## src/rtl/router_pkg.sv

```systemverilog
// Shared constants for the 1x3 router datapath slice.
package router_pkg;

  localparam int DEF_DATA_W = 8;
  localparam int DEF_ADDR_W = 2;

  // Address value reserved as invalid in the header's low field
  localparam logic [DEF_ADDR_W-1:0] ADDR_INVALID = '1;

  // Payload length field of the header byte
  localparam int LEN_MSB = DEF_DATA_W - 1;
  localparam int LEN_LSB = DEF_ADDR_W;

endpackage

```

## src/rtl/router_pkt_reg_if.sv

```systemverilog
// Source/FSM/FIFO-side signals of the router packet register.
// Optional len_err output exists when ROUTER_REG_LEN_CHK_EN is defined.
interface router_pkt_reg_if
  import router_pkg::*;
#(
  parameter int DATA_W = DEF_DATA_W
);

  logic              pkt_vld;
  logic [DATA_W-1:0] data_in;
  logic              fifo_full;
  logic              detect_addr;
  logic              lfd_state;
  logic              ld_state;
  logic              laf_state;
  logic              full_state;
  logic              rst_int_reg;
  logic [DATA_W-1:0] dout;
  logic              parity_done;
  logic              low_pkt_vld;
  logic              err;
`ifdef ROUTER_REG_LEN_CHK_EN
  logic              len_err;
`endif

  modport master (
    output pkt_vld, data_in, fifo_full, detect_addr, lfd_state, ld_state,
           laf_state, full_state, rst_int_reg,
`ifdef ROUTER_REG_LEN_CHK_EN
    input  len_err,
`endif
    input  dout, parity_done, low_pkt_vld, err
  );

  modport slave (
    input  pkt_vld, data_in, fifo_full, detect_addr, lfd_state, ld_state,
           laf_state, full_state, rst_int_reg,
`ifdef ROUTER_REG_LEN_CHK_EN
    output len_err,
`endif
    output dout, parity_done, low_pkt_vld, err
  );

endinterface

```

## src/rtl/router_parity_acc.sv

```systemverilog
// Running XOR parity of header+payload against the received parity byte.
// With ROUTER_REG_LEN_CHK_EN defined, also checks payload count against header length.
module router_parity_acc
  import router_pkg::*;
#(
  parameter int DATA_W = DEF_DATA_W,
  parameter int ADDR_W = DEF_ADDR_W
) (
  input  logic              clk,
  input  logic              rstn,
  input  logic              detect_addr,
  input  logic              lfd_state,
  input  logic              ld_state,
  input  logic              pkt_vld,
  input  logic              parity_done,
  input  logic [DATA_W-1:0] data_in,
  input  logic [DATA_W-1:0] hdr_q,
`ifdef ROUTER_REG_LEN_CHK_EN
  output logic              len_err,
`endif
  output logic              err
);

  logic [DATA_W-1:0] int_par;
  logic [DATA_W-1:0] ext_par;

  // Payload bytes count once on arrival, whether they go to dout or the hold byte
  always_ff @(posedge clk) begin
    if (!rstn) begin
      int_par <= '0;
      ext_par <= '0;
    end else begin
      if (detect_addr)
        int_par <= '0;
      else if (lfd_state)
        int_par <= int_par ^ hdr_q;
      else if (ld_state && pkt_vld)
        int_par <= int_par ^ data_in;

      if (detect_addr)
        ext_par <= '0;
      else if (ld_state && !pkt_vld)
        ext_par <= data_in;
    end
  end

  always_ff @(posedge clk) begin
    if (!rstn)
      err <= 1'b0;
    else if (lfd_state)
      err <= 1'b0;
    else if (parity_done)
      err <= (int_par != ext_par);
  end

`ifdef ROUTER_REG_LEN_CHK_EN
  localparam int LEN_W = DATA_W - ADDR_W;

  logic [LEN_W-1:0] pay_cnt;

  always_ff @(posedge clk) begin
    if (!rstn) begin
      pay_cnt <= '0;
      len_err <= 1'b0;
    end else begin
      if (detect_addr)
        pay_cnt <= '0;
      else if (ld_state && pkt_vld)
        pay_cnt <= pay_cnt + 1'b1;

      if (lfd_state)
        len_err <= 1'b0;
      else if (parity_done)
        len_err <= (pay_cnt != hdr_q[DATA_W-1:ADDR_W]);
    end
  end
`endif

endmodule

```

## src/rtl/router_pkt_reg.sv

```systemverilog
// Router datapath register: header capture, FIFO-full hold byte, FIFO write data, parity status.
// Define ROUTER_REG_LEN_CHK_EN to add the payload length check output len_err.
module router_pkt_reg
  import router_pkg::*;
#(
  parameter int DATA_W = DEF_DATA_W,
  parameter int ADDR_W = DEF_ADDR_W
) (
  input logic             clk,
  input logic             rstn,
  router_pkt_reg_if.slave bus
);

  logic [DATA_W-1:0] hdr_q;
  logic [DATA_W-1:0] ffb_q;
  logic [DATA_W-1:0] dout_q;
  logic              low_pkt_vld_q;
  logic              parity_done_q;
  logic              hdr_addr_ok;
  logic              unused_full_state;

  // The FSM's fifo_full_state only stalls the source; the byte already sits in ffb_q
  assign unused_full_state = bus.full_state;
  assign hdr_addr_ok       = !(&bus.data_in[ADDR_W-1:0]);

  always_ff @(posedge clk) begin
    if (!rstn) begin
      hdr_q  <= '0;
      ffb_q  <= '0;
      dout_q <= '0;
    end else begin
      if (bus.detect_addr && bus.pkt_vld && hdr_addr_ok)
        hdr_q <= bus.data_in;

      if (bus.ld_state && bus.fifo_full)
        ffb_q <= bus.data_in;

      if (bus.lfd_state)
        dout_q <= hdr_q;
      else if (bus.ld_state && !bus.fifo_full)
        dout_q <= bus.data_in;
      else if (bus.laf_state)
        dout_q <= ffb_q;
    end
  end

  // A parity byte that met a full FIFO completes only once it is drained in load_after_full
  always_ff @(posedge clk) begin
    if (!rstn) begin
      low_pkt_vld_q <= 1'b0;
      parity_done_q <= 1'b0;
    end else begin
      if (bus.rst_int_reg)
        low_pkt_vld_q <= 1'b0;
      else if (bus.ld_state && !bus.pkt_vld)
        low_pkt_vld_q <= 1'b1;

      if (bus.detect_addr)
        parity_done_q <= 1'b0;
      else if ((bus.ld_state && !bus.fifo_full && !bus.pkt_vld) ||
               (bus.laf_state && low_pkt_vld_q && !parity_done_q))
        parity_done_q <= 1'b1;
    end
  end

  router_parity_acc #(
    .DATA_W (DATA_W),
    .ADDR_W (ADDR_W)
  ) u_parity_acc (
    .clk         (clk),
    .rstn        (rstn),
    .detect_addr (bus.detect_addr),
    .lfd_state   (bus.lfd_state),
    .ld_state    (bus.ld_state),
    .pkt_vld     (bus.pkt_vld),
    .parity_done (parity_done_q),
    .data_in     (bus.data_in),
    .hdr_q       (hdr_q),
`ifdef ROUTER_REG_LEN_CHK_EN
    .len_err     (bus.len_err),
`endif
    .err         (bus.err)
  );

  assign bus.dout        = dout_q;
  assign bus.parity_done = parity_done_q;
  assign bus.low_pkt_vld = low_pkt_vld_q;

endmodule

```

## src/flat_wrapper.sv

```systemverilog
// flat-port wrapper written by rule: the top's interface ports become plain ports
module router_pkt_reg_flat import router_pkg::*;
#(
  parameter int DATA_W = DEF_DATA_W,
  parameter int ADDR_W = DEF_ADDR_W
)
  (clk, rstn, bus_pkt_vld, bus_data_in, bus_fifo_full, bus_detect_addr, bus_lfd_state, bus_ld_state, bus_laf_state, bus_full_state, bus_rst_int_reg, bus_dout, bus_parity_done, bus_low_pkt_vld, bus_err);
  router_pkt_reg_if #(.DATA_W(DATA_W)) bus_i ();
  input logic clk;
  input logic rstn;
  input wire logic [$bits(bus_i.pkt_vld)-1:0] bus_pkt_vld;
  input wire logic [$bits(bus_i.data_in)-1:0] bus_data_in;
  input wire logic [$bits(bus_i.fifo_full)-1:0] bus_fifo_full;
  input wire logic [$bits(bus_i.detect_addr)-1:0] bus_detect_addr;
  input wire logic [$bits(bus_i.lfd_state)-1:0] bus_lfd_state;
  input wire logic [$bits(bus_i.ld_state)-1:0] bus_ld_state;
  input wire logic [$bits(bus_i.laf_state)-1:0] bus_laf_state;
  input wire logic [$bits(bus_i.full_state)-1:0] bus_full_state;
  input wire logic [$bits(bus_i.rst_int_reg)-1:0] bus_rst_int_reg;
  output wire logic [$bits(bus_i.dout)-1:0] bus_dout;
  output wire logic [$bits(bus_i.parity_done)-1:0] bus_parity_done;
  output wire logic [$bits(bus_i.low_pkt_vld)-1:0] bus_low_pkt_vld;
  output wire logic [$bits(bus_i.err)-1:0] bus_err;
  assign bus_i.pkt_vld = bus_pkt_vld;
  assign bus_i.data_in = bus_data_in;
  assign bus_i.fifo_full = bus_fifo_full;
  assign bus_i.detect_addr = bus_detect_addr;
  assign bus_i.lfd_state = bus_lfd_state;
  assign bus_i.ld_state = bus_ld_state;
  assign bus_i.laf_state = bus_laf_state;
  assign bus_i.full_state = bus_full_state;
  assign bus_i.rst_int_reg = bus_rst_int_reg;
  assign bus_dout = bus_i.dout;
  assign bus_parity_done = bus_i.parity_done;
  assign bus_low_pkt_vld = bus_i.low_pkt_vld;
  assign bus_err = bus_i.err;
  router_pkt_reg #(.DATA_W(DATA_W), .ADDR_W(ADDR_W)) u_core (.clk(clk), .rstn(rstn), .bus(bus_i));
endmodule
```

## config.mk

```make
export PLATFORM = sky130hd
export DESIGN_NAME = router_pkt_reg_flat
export DESIGN_NICKNAME = d
export VERILOG_FILES = /design/src/rtl/router_pkg.sv /design/src/rtl/router_pkt_reg_if.sv /design/src/rtl/router_parity_acc.sv /design/src/rtl/router_pkt_reg.sv /design/src/flat_wrapper.sv
export SDC_FILE = /design/constraint.sdc
export NUM_CORES = 1
export LEC_CHECK = 0
export ABC_CLOCK_PERIOD_IN_PS = 1300
export CAP_MARGIN = 40
export CORE_AREA = 2 2 88 90
export CTS_CLUSTER_DIAMETER = 100
export DETAILED_ROUTE_END_ITERATION = 8
export DIE_AREA = 0 0 90 92
export PLACE_DENSITY_LB_ADDON = 0.1
export SETUP_SLACK_MARGIN = 0.2
export SLEW_MARGIN = 20
export SYNTH_ARGS = -nofsm -noshare
export SYNTH_HDL_FRONTEND = slang
export SYNTH_SLANG_ARGS = --single-unit
```

## constraint.sdc

```tcl
create_clock -name clk -period 1.3 [get_ports clk]
set_input_delay 0.13 -clock clk [delete_from_list [all_inputs] [get_ports clk]]
set_output_delay 0.13 -clock clk [all_outputs]
set_load 0.1 [all_outputs]
```

## After elaboration in Yosys (flattened, before gate mapping)

Index checks and enable logic that the tools add are counted.

- Word-level logic and storage cells: 37
- Output and inout bits: 11
- Input port bits: 18
- Flip-flop bits (word level): 43

- Eq/ne operators: 1
- Reduce and logical (&&, ||, !) cells: 20
- Bitwise operators: 3
- Multiplexer cells: 5

Operators with widths:

| kind | count |
|---|---|
| 2-to-1 mux 8 bit | 5 |
| bitwise XOR 8 bit | 2 |
| logical AND 1 bit | 9 |
| != test 8 bit | 1 |
| OR reduction 2 bit | 3 |
| logical NOT 1 bit | 4 |
| nonzero test 3 bit | 1 |
| AND reduction 2 bit | 1 |
| nonzero test 2 bit | 1 |
| logical OR 1 bit | 1 |
| inverter 1 bit | 1 |

## Logic depth before layout (Yosys ltp)

Gate-level depths: netlist of run 1.

- Depth after elaboration: 4
- Depth in mapped cells: 5
- Mapped depth without buffers: 3

## Modules after synthesis

Synthesis of run 1 repeated with hierarchy kept, for this count alone.

- Cell total of the unflattened synthesis: 231
- Area, all modules: 2150.8 um^2

Modules (own cells, without submodules):

| module | cells each | area each (um^2) | times used | sequential area each (um^2) |
|---|---|---|---|---|
| router_pkt_reg | 135 | 1260.0 | 1 | 520.5 |
| router_parity_acc | 96 | 890.9 | 1 | 340.3 |

## Worst setup path before layout of run 1

Ideal clock, no wire load.

- Path kind: reg2reg
- From: register u_core.bus.dout[0] (netlist name)
- To: register u_core.dout_q[0], in the netlist u_core.bus.dout[0]
- Path buffers: 0
- Library setup time: 0.058 ns
- Clock period less this slack: 1.405 ns
- Cell stages (with the launch flop): 3
- Arrival time: 1.347 ns
- Slack: -0.105 ns
- Data required time: 1.242 ns
- Cell sequence: dfxtp_1 nor4b_1 o21a_1

RTL lines:

| item | RTL line | text |
|---|---|---|
| to (signal assigned) | router_pkt_reg.sv:39 | `dout_q <= hdr_q;` |
| to (signal assigned) | router_pkt_reg.sv:41 | `dout_q <= bus.data_in;` |
| to (signal assigned) | router_pkt_reg.sv:43 | `dout_q <= ffb_q;` |
| to (decl) | router_pkt_reg.sv:16 | `logic [DATA_W-1:0] dout_q;` |

## Worst setup path after layout of run 1

- From: input port bus_laf_state
- To: register u_core.dout_q[3], in the netlist u_core.bus.dout[3]

- Cells in the longest elaborated chain, start to end: 1

Ends and longest elaborated chain:

| item | RTL line | text |
|---|---|---|
| from (decl) | flat_wrapper.sv:17 | `input wire logic [$bits(bus_i.laf_state)-1:0] bus_laf_state;` |
| nonzero test 3 bit (no line) | n/a |  |

Every way passes these cells.
A chain may end at the register's enable or synchronous reset.

==> impl_metrics.py, run 1 <==
metrics = {
    "floorplanning": {
        "die_area_sq_um": 8280,
        "rows": 32,
        "io_pins": 29,
        "core_sq_um": 7450,
        "die_h_microns": 92,
        "die_w_microns": 90,
        "initial_core_util_pct": 28.7,
    },
    "logic_synthesis": {
        "yosysMostFrequentCell": "dfxtp_1",
        "synth_area_leaders": "dfxtp_1 (40%), nand2_1 (7.4%), nor4b_1 (6.6%)",
        "synth_commonest_cells": "dfxtp_1 (43), nand2_1 (42), a21oi_1 (26)",
        "synth.top_cell.area_share_pct": 40.3,
        "ys_ff_latch": 43,
        "synth_nets": 272,
        "syn_inst": 254,
        "synth_area_per_cell_sq_um": 8.41,
        "yosysSeqAreaShare_pct": 40.3,
        "synth.largest_area_cell": "dfxtp_1",
        "synth_edf_count": 0,
        "syn_area_sq_um": 2140,
        "synthDistinctLibCells": 32,
        "synth_warnings": 0,
        "ys.flop_type": "dfxtp_1",
        "async_flop_share_pct": 0,
    },
    "sta": {
        "layout_min_cycle_time_ns": 1.07,
        "hold_violations": 0,
        "period_share_pct": 82.7,
        "finClkSkew_ns": 0.00762,
        "setup_violations": 0,
        "fmax_mhz": 931,
        "max_slew.worst_pin.slew_ns": 0.474,
        "slew-limit-headroom_pct": 68.3,
        "rsz0062_at_grt": "true",
        "finalMaxSlewViolations": 0,
    },
    "job": {
        "maxCapViolCount": 0,
    },
    "clock_tree": {
        "cts_root_buffer": "clkbuf_8",
        "cts_buffers": 5,
        "htree_levels": 2,
        "post_cts_buffers": 0,
        "cts_hold_buf": 0,
        "insertion_delay_ns": 0.30,
        "clockBufferDepth": 2,
        "cts_tree": "done",
        "path_clk_slew_ns": 0.08,
        "clock-sinks": 43,
    },
    "power_and_ir_drop": {
        "vdd_ir_drop_max_v": 0.000544,
        "p_per_area_nw_per_um2": 998,
        "p_int_mw": 2.22,
        "switching_share_pct": 28.9,
        "seqPwrFrac_pct": 44.9,
        "switching_power_mw": 0.905,
        "p_clk_share_pct": 32.5,
        "power_frac_comb_pct": 22.6,
        "p_leak_nw": 1.13,
    },
    "global_route": {
        "track_usage_pct": 15.1,
        "grt_max_degree": 23,
        "grt_pass1_wl_mm": 9.96,
        "grt_pass1_vias": 1917,
        "antenna_found_initial": 0,
        "grt-ovfl-total": 0,
    },
    "setup_path": {
        "crit_path_start_kind": "input port",
        "crit_required_ns": 1.53,
        "worst-setup-path-type": "in -> reg",
        "critPathCaptureType": "flip-flop",
        "arrival_ns": 1.31,
        "worstPathMaxFanout": 13,
    },
    "worst_hold_path": {
        "hold_path.class": "in -> reg",
    },
    "layout": {
        "n_fill_cell": 765,
        "syn2layout_area_growth_pct": 46.7,
        "multi_input_area_sq_um": 1320,
        "utilization_pct": 42.1,
        "layout.nets": 312,
        "drive_above_1_share_pct": 30.8,
        "regArea_sq_um": 892,
        "antennaDiodeCount": 0,
        "stdcell_count": 397,
    },
    "placed_design": {
        "dp.cells": 386,
        "port_buffers": 27,
        "place.gp.congestion": 0.767,
        "post-dp-hpwl_mm": 4.10,
    },
    "drt": {
        "vias": 1987,
        "first_iter_violations": 84,
        "finalWirelength_mm": 6.08,
        "dr.pass1.iters": 4,
        "ant_nets": 0,
        "vias_per_cell": 5.01,
        "route.detailed.drc": 0,
        "wire_per_inst_microns": 15.3,
    },
    "status": {
        "status": "completed",
    },
}
-- critical path, stage by stage --
cell,delay [ns]
clkdlybuf4s50_1,0.50
buf_12,0.15
nand2_1,0.07
a311oi_2,0.30
o21a_1,0.15
-- what timing repair did --
item | in CTS | in global routing
gates cloned | 3 | 0
pin swaps | 0 | 6
gates resized for setup | 30 | 14
hold endpoints to repair | 0 | 0
setup endpoints to repair | 32 | 31
-- power groups by stage --
stage                     clock, mW  sequential (mW)  combinational [mW]
after floorplan                   0             1.56               0.236
after global placement            0             1.44               0.647
after detailed placement          0             1.44               0.649
after CTS                      1.06             1.41               0.703
after global routing           1.10             1.41               0.754
final                          1.02             1.41               0.707
-- registers in the layout, summed over array words and instances (netlist names) --
register                     count
u_core.hdr_q                     8
u_core.bus.dout                  8
u_core.u_parity_acc.err          1
u_core.u_parity_acc.ext_par      8
u_core.bus.low_pkt_vld           1
u_core.u_parity_acc.int_par      8
u_core.ffb_q                     8
u_core.bus.parity_done           1
-- cell usage in the layout, fill, tap and decap left out, types with 2 or more instances in the layout --
master | Yosys | routed
nand2_1 | 42 | 40
dfxtp_1 | 43 | 32
a21oi_1 | 26 | 26
buf_4 | 2 | 18
buf_12 | 0 | 16
nor4b_2 | 0 | 12
nand4b_1 | 10 | 10
nand3_1 | 9 | 9
nor2b_1 | 10 | 9
o21a_1 | 9 | 9
o21ai_0 | 8 | 8
and3b_1 | 7 | 7
a21boi_0 | 7 | 7
nor3_1 | 9 | 7
a311oi_2 | 0 | 7
xor2_1 | 7 | 7
dfxtp_4 | 0 | 7
clkbuf_8 | 0 | 6
clkdlybuf4s50_1 | 0 | 6
dlygate4sd2_1 | 0 | 5
nor4b_1 | 16 | 4
or3b_2 | 4 | 4
dlymetal6s2s_1 | 0 | 4
dfxtp_2 | 0 | 4
nand2b_4 | 0 | 2
nor2_1 | 2 | 2
clkinv_2 | 0 | 2
or3b_1 | 2 | 2
nor3_2 | 0 | 2
buf_6 | 1 | 2
-- cell families after synthesis --
logic type	count (synthesis)	synth area share (%)
DFF	43	40.3
AOI/OAI and AO/OA	60	17.5
xor gates and xnor gates	8	3.28
buffers and inverters	25	5.80
and+or+nand+nor	118	33.1
-- stage by stage --
step	setup TNS, ns	power [mW]	cell area [sq um]	hold slack, ns	setup slack (ns)
after floorplan	0	1.80	2170	0.199	0.199
after global placement	-7.44	2.08	2810	0.442	-0.287
after detailed placement	-8.33	2.09	2810	0.447	-0.332
after CTS	0	3.17	3080	0.304	0.184
after global routing	0	3.27	3130	0.213	0.178
final	0	3.13	3130	0.197	0.225
-- area by class of cell --
class                      instances  share of cell area (%)
clock inverter                     1                   0.160
multi-input combinational        187                    42.0
tap                              102                    4.07
inverter                           3                   0.399
timing repair buffer              54                    21.5
sequential                        43                    28.5
clock buffer                       7                    3.43
-- final timing paths --
path,from,endpoint,slack [ns],depth (start not counted)
max,bus_laf_state,u_core.bus.dout[3]$_SDFFE_PN0P_,0.23,5
min,bus_data_in[3],u_core.u_parity_acc.ext_par[3]$_SDFFE_PP0P_,0.20,3
max reg2reg,u_core.u_parity_acc.ext_par[0]$_SDFFE_PP0P_,u_core.u_parity_acc.err$_SDFFE_PP0P_,0.25,3
min reg2reg,u_core.ffb_q[4]$_SDFFE_PN0P_,u_core.ffb_q[4]$_SDFFE_PN0P_,0.46,2
-- layer usage --
layer	vias up	global-route usage [%]	routed length, microns
met4	0	4.23	55
met3	4	2.63	162
li1	989	-	-
met1	963	20.6	2950
met5	-	0	0
met2	31	24.5	2910
(Power assumes the default switching activity.)
==> inputs of run 2 (changes only) <==
--- a/config.mk
+++ b/config.mk
@@ -5,7 +5,7 @@
 export SDC_FILE = /design/constraint.sdc
 export NUM_CORES = 1
 export LEC_CHECK = 0
-export ABC_CLOCK_PERIOD_IN_PS = 1300
+export ABC_CLOCK_PERIOD_IN_PS = 1000
 export CAP_MARGIN = 40
 export CORE_AREA = 2 2 88 90
 export CTS_CLUSTER_DIAMETER = 100
==> constraint.sdc (replaced) <==
create_clock -name clk -period 1 [get_ports clk]
set_input_delay 0.1 -clock clk [delete_from_list [all_inputs] [get_ports clk]]
set_output_delay 0.1 -clock clk [all_outputs]
set_load 0.1 [all_outputs]
==> run 2 against run 1 <==
- the run now ends with negative setup slack left
- sequential share of layout area down 2.4 points
- cell count up 6.3%
- register-to-register slack worse by 0.31 ns
- worst setup slack worse by 0.29 ns
- critical endpoint is now u_core.u_parity_acc.err$_SDFFE_PP0P_
- largest cell class unchanged
==> impl_metrics.py, run 2 (synthesized netlist as in run 1, its figures left out) <==
metrics = {
    "status": {
        "status": "complete, but fails checks",
        "violations": "negative setup slack",
    },
    "floorplanning": {
        "die_area_sq_um": 8280,
        "die_w_microns": 90,
        "rows": 32,
        "io_pins": 29,
        "core_sq_um": 7450,
        "die_h_microns": 92,
        "initial_core_util_pct": 28.7,
    },
    "setup_path": {
        "arrival_ns": 1.25,
        "crit_required_ns": 1.19,
        "crit_path_start_kind": "flip-flop",
        "r2r_end": "u_core.u_parity_acc.err$_SDFFE_PP0P_",
        "reg2reg_from": "u_core.u_parity_acc.ext_par[5]$_SDFFE_PP0P_",
        "critPathCaptureType": "flip-flop",
        "reg2reg_slack_ns": -0.06,
        "worstRegToRegCells": 3,
        "worstPathMaxFanout": 2,
        "worst-setup-path-type": "reg -> reg",
    },
    "sta": {
        "period_share_pct": 106,
        "setup_violations": 1,
        "layout_min_cycle_time_ns": 1.06,
        "holdWs_ns": 0.123,
        "finClkSkew_ns": 0.00485,
        "hold_violations": 0,
        "finalMaxSlewViolations": 0,
        "slew-limit-headroom_pct": 80.2,
        "fin_ws_ns": -0.0628,
        "fmax_mhz": 941,
        "rsz0062_at_grt": "true",
        "max_slew.worst_pin.slew_ns": 0.297,
    },
    "drt": {
        "route.detailed.drc": 0,
        "first_iter_violations": 87,
        "finalWirelength_mm": 6.87,
        "vias": 2112,
        "dr.pass1.iters": 4,
        "wire_per_inst_microns": 16.3,
        "vias_per_cell": 5.00,
        "ant_nets": 0,
    },
    "clock_tree": {
        "insertion_delay_ns": 0.30,
        "cts_buffers": 5,
        "cts_tree": "done",
        "path_clk_slew_ns": 0.08,
        "cts_root_buffer": "clkbuf_8",
        "htree_levels": 2,
        "clock-sinks": 43,
        "clockBufferDepth": 2,
    },
    "global_route": {
        "grt-ovfl-total": 0,
        "antenna_found_initial": 0,
        "grt_max_degree": 18,
        "track_usage_pct": 16.7,
        "grt_pass1_vias": 2098,
        "grt_pass1_wl_mm": 10.9,
    },
    "layout": {
        "antennaDiodeCount": 0,
        "layout.nets": 337,
        "final_cell_mix": "nand2_1 (29), buf_4 (29), a21oi_1 (24)",
        "syn2layout_area_growth_pct": 67.4,
        "drive_above_1_share_pct": 54.4,
    },
    "placed_design": {
        "place_worst_setup_slack_ns": -0.540,
        "port_buffers": 27,
        "place.gp.congestion": 0.736,
        "post-dp-hpwl_mm": 4.19,
    },
    "power_and_ir_drop": {
        "vdd_ir_drop_max_v": 0.000479,
        "p_per_area_nw_per_um2": 1160,
        "p_leak_nw": 1.33,
        "total_power_mw": 4.16,
    },
    "job": {
        "maxCapViolCount": 0,
    },
    "worst_hold_path": {
        "hold_end": "u_core.u_parity_acc.ext_par[1]$_SDFFE_PP0P_",
        "hold_depth": 3,
        "hp-start": "bus_data_in[1]",
        "hold_path.class": "in -> reg",
    },
}
run 2: timing repair:
action / in CTS / in global routing
gates cloned: 4 / 2
setup endpoints to repair: 54 / 35
buffers inserted: 11 / 3
pin swaps: 27 / 13
gates resized for setup: 97 / 53
hold buffers: 0 / 0
run 2: report_power, final:
part	leakage [nW]	switching, mW	internal (mW)
sequential	0.367	0.0595	1.77
combinational	0.910	0.581	0.486
clock	0.0515	0.628	0.632
run 2: how the worst max path moves through the flow:
stage | start | end | slack [ns] | depth (start not counted)
2_1_floorplan | u_core.bus.dout[0]$_SDFFE_PN0P_ | u_core.bus.dout[0]$_SDFFE_PN0P_ | 0.07 | 2
3_3_place_gp | bus_ld_state | u_core.bus.dout[2]$_SDFFE_PN0P_ | -0.53 | 5
3_5_place_dp | bus_ld_state | u_core.bus.dout[0]$_SDFFE_PN0P_ | -0.54 | 5
4_1_cts | u_core.u_parity_acc.ext_par[5]$_SDFFE_PP0P_ | u_core.u_parity_acc.err$_SDFFE_PP0P_ | -0.06 | 3
5_1_grt | u_core.u_parity_acc.ext_par[5]$_SDFFE_PP0P_ | u_core.u_parity_acc.err$_SDFFE_PP0P_ | -0.12 | 3
6_report | u_core.u_parity_acc.ext_par[5]$_SDFFE_PP0P_ | u_core.u_parity_acc.err$_SDFFE_PP0P_ | -0.06 | 3
run 2: metrics by stage:
stage / TNS, ns / area [sq um] / util (%) / std cells
after detailed placement: -18.37 / 2940 / 39.5 / 394
final: -0.0628 / 3570 / 48.0 / 422
after global routing: -0.121 / 3570 / 48.0 / 422
after CTS: -0.0642 / 3360 / 45.2 / 417
after global placement: -17.84 / 2940 / 39.5 / 394
after floorplan: 0 / 2290 / - / 254
run 2: worst max-delay path, cell delays in order, from the launching register on:
cell	delay, ns
dfxtp_2	0.33
xor2_1	0.17
nor4_2	0.34
a31oi_1	0.12
run 2: layout make-up:
| type | instances | area (sq um) |
|---|---|---|
| clock buffer | 8 | 100 |
| fill | 752 | 3870 |
| inverter | 3 | 11.3 |
| multi-input combinational | 187 | 1530 |
| sequential | 43 | 931 |
| tap | 102 | 128 |
| timing repair buffer | 79 | 873 |
run 2: metal layers:
metal	vias to the layer above	share of wire (%)	global-route usage, %
met3	9	3.1	3.70
met5	-	0	0
li1	1046	-	-
met1	1027	48	22.3
met4	0	1.4	4.49
met2	30	47	27.4
==> inputs of run 3 (changes only) <==
--- a/config.mk
+++ b/config.mk
@@ -7,10 +7,10 @@
 export LEC_CHECK = 0
 export ABC_CLOCK_PERIOD_IN_PS = 1000
 export CAP_MARGIN = 40
-export CORE_AREA = 2 2 88 90
+export CORE_AREA = 2 2 66 68
 export CTS_CLUSTER_DIAMETER = 100
 export DETAILED_ROUTE_END_ITERATION = 8
-export DIE_AREA = 0 0 90 92
+export DIE_AREA = 0 0 68 70
 export PLACE_DENSITY_LB_ADDON = 0.1
 export SETUP_SLACK_MARGIN = 0.2
 export SLEW_MARGIN = 20
==> run 3 against run 2 <==
- the flow still finishes with violations (negative setup slack)
- clock power shrank 13%
- worst setup slack gained 0.030 ns
- combinational power is essentially flat
- largest power group unchanged
- cell area shrank 3.5%
- via count grew 5.9%
- critical path depth is the same
- register-to-register slack gained 0.03 ns
- critical endpoint unchanged
- largest cell class unchanged
- non-clock buffer count shrank 1
==> impl_metrics.py, run 3 (synthesized netlist as in run 1, its figures left out) <==
metrics = {
    "sta": {
        "finalMaxSlewViolations": 0,
        "fmax_mhz": 968,
        "fin_ws_ns": -0.0326,
        "finClkSkew_ns": 0.00676,
        "slew-limit-headroom_pct": 80.1,
        "setup_violations": 1,
        "period_share_pct": 103,
        "holdWs_ns": 0.129,
        "rsz0062_at_grt": "true",
        "max_slew.worst_pin.slew_ns": 0.298,
        "layout_min_cycle_time_ns": 1.03,
        "hold_violations": 0,
    },
    "drt": {
        "route.detailed.drc": 0,
        "finalWirelength_mm": 6.95,
        "vias": 2236,
        "ant_nets": 0,
        "wire_per_inst_microns": 18.7,
        "dr.pass1.iters": 4,
        "vias_per_cell": 6.03,
        "first_iter_violations": 115,
    },
    "global_route": {
        "grt_pass1_wl_mm": 10.4,
        "grt_pass1_vias": 2199,
        "antenna_found_initial": 0,
        "track_usage_pct": 29.3,
        "grt-ovfl-total": 0,
        "grt_max_degree": 15,
    },
    "layout": {
        "final_cell_mix": "buf_4 (32), nand2_1 (27), a21oi_1 (23)",
        "layout.nets": 336,
        "antennaDiodeCount": 0,
        "regArea_sq_um": 928,
        "n_fill_cell": 245,
        "drive_above_1_share_pct": 53.9,
        "multi_input_area_sq_um": 1510,
        "syn2layout_area_growth_pct": 61.5,
        "final_common_cell": "buf_4",
    },
    "floorplanning": {
        "core_sq_um": 4140,
        "io_pins": 29,
        "die_w_microns": 68,
        "die_h_microns": 70,
        "die_area_sq_um": 4760,
        "rows": 24,
        "initial_core_util_pct": 51.5,
    },
    "worst_hold_path": {
        "hold_path.class": "in -> reg",
        "hp-start": "bus_data_in[0]",
    },
    "job": {
        "maxCapViolCount": 0,
    },
    "setup_path": {
        "crit_chain": "xor2_1, nor4_2, a31oi_1",
        "crit_required_ns": 1.18,
        "worst-setup-path-type": "reg -> reg",
        "crit_buf_inv": 0,
        "cpPeakStageDelay_ns": 0.33,
        "reg2reg_from": "u_core.u_parity_acc.ext_par[0]$_SDFFE_PP0P_",
        "crit_slowest_cell": "dfxtp_2",
        "path_delay_family": "flip-flops",
        "critPathCaptureType": "flip-flop",
        "crit_path_start_kind": "flip-flop",
        "arrival_ns": 1.21,
        "worstPathMaxFanout": 2,
        "startpoint": "u_core.u_parity_acc.ext_par[0]$_SDFFE_PP0P_",
    },
    "power_and_ir_drop": {
        "p_leak_nw": 1.29,
        "p_per_area_nw_per_um2": 1160,
        "total_power_mw": 4.00,
        "vdd_ir_drop_max_v": 0.000844,
    },
    "clock_tree": {
        "cts_buffers": 5,
        "htree_levels": 2,
        "clockBufferDepth": 2,
        "clock-sinks": 43,
        "cts_tree": "done",
        "insertion_delay_ns": 0.30,
        "cts_root_buffer": "clkbuf_8",
        "path_clk_slew_ns": 0.08,
    },
    "placed_design": {
        "place.gp.congestion": 0.799,
        "post-dp-hpwl_mm": 3.92,
        "port_buffers": 27,
    },
    "status": {
        "violations": "negative setup slack",
        "status": "complete, but fails checks",
    },
}
-- run 3: cell types whose count changed in the layout (fill, tap and decap cells not counted), sizes merged --
cell / before / now
buf: 68 / 65
bufbuf: 0 / 2
clkbuf: 9 / 8
clkdlybuf4s15: 2 / 4
clkinv: 2 / 3
dlygate4sd2: 7 / 5
-- run 3: routing by layer --
layer  GRT usage [%]  up-vias  share of wire (%)
met2            49.0       81                 53
li1                -     1046                  -
met1            35.7     1087                 39
met3            6.28       22                5.7
met4            12.0        0                2.4
met5               0        -                  0
-- run 3: worst min-delay path: stages --
cell and delay (ns):
buf_2 0.15, nand3_1 0.08, a21oi_1 0.06
-- run 3: path summary, 6_finish.rpt --
check                                                end  slack (ns)  cells past startpoint
max reg2reg         u_core.u_parity_acc.err$_SDFFE_PP0P_       -0.03                      3
min reg2reg  u_core.u_parity_acc.ext_par[5]$_SDFFE_PP0P_        0.46                      2
min                         u_core.ffb_q[0]$_SDFFE_PN0P_        0.13                      3
max                 u_core.u_parity_acc.err$_SDFFE_PP0P_       -0.03                      3
-- run 3: stage by stage --
stage          setup WS (ns)  setup TNS (ns)  cell area [sq um]  std cells  utilization, %
2_1_floorplan         0.0687               0               2290        254               -
3_3_place_gp          -0.508          -16.46               2930        350            70.6
3_5_place_dp          -0.539          -17.51               2930        350            70.6
4_1_cts              -0.0260         -0.0260               3280        368            79.2
5_1_grt              -0.0846         -0.0846               3450        371            83.2
6_report             -0.0326         -0.0326               3450        371            83.2
-- run 3: area by class of cell --
cell class	instances	share of cell area (%)
clock buffers	7	2.21
clock inverters	1	0.145
inverters	3	0.363
multi-input cells	187	43.7
flip-flops and latches	43	26.9
well taps	52	1.89
repair buffers	78	24.8
-- run 3: power breakdown --
part | total (mW) | internal, mW | leakage (nW) | switching [mW]
registers | 1.83 | 1.77 | 0.368 | 0.0606
clock network | 1.09 | 0.491 | 0.0422 | 0.601
logic | 1.07 | 0.490 | 0.885 | 0.581
-- run 3: timing repair --
action / 4_1_cts / 5_1_grt
gates cloned: 4 / 1
hold endpoints to repair: 0 / 0
pin swaps: 22 / 10
hold buffers: 0 / 0
buffers inserted: 6 / 2
resized for setup: 82 / 52
setup endpoints to repair: 54 / 49
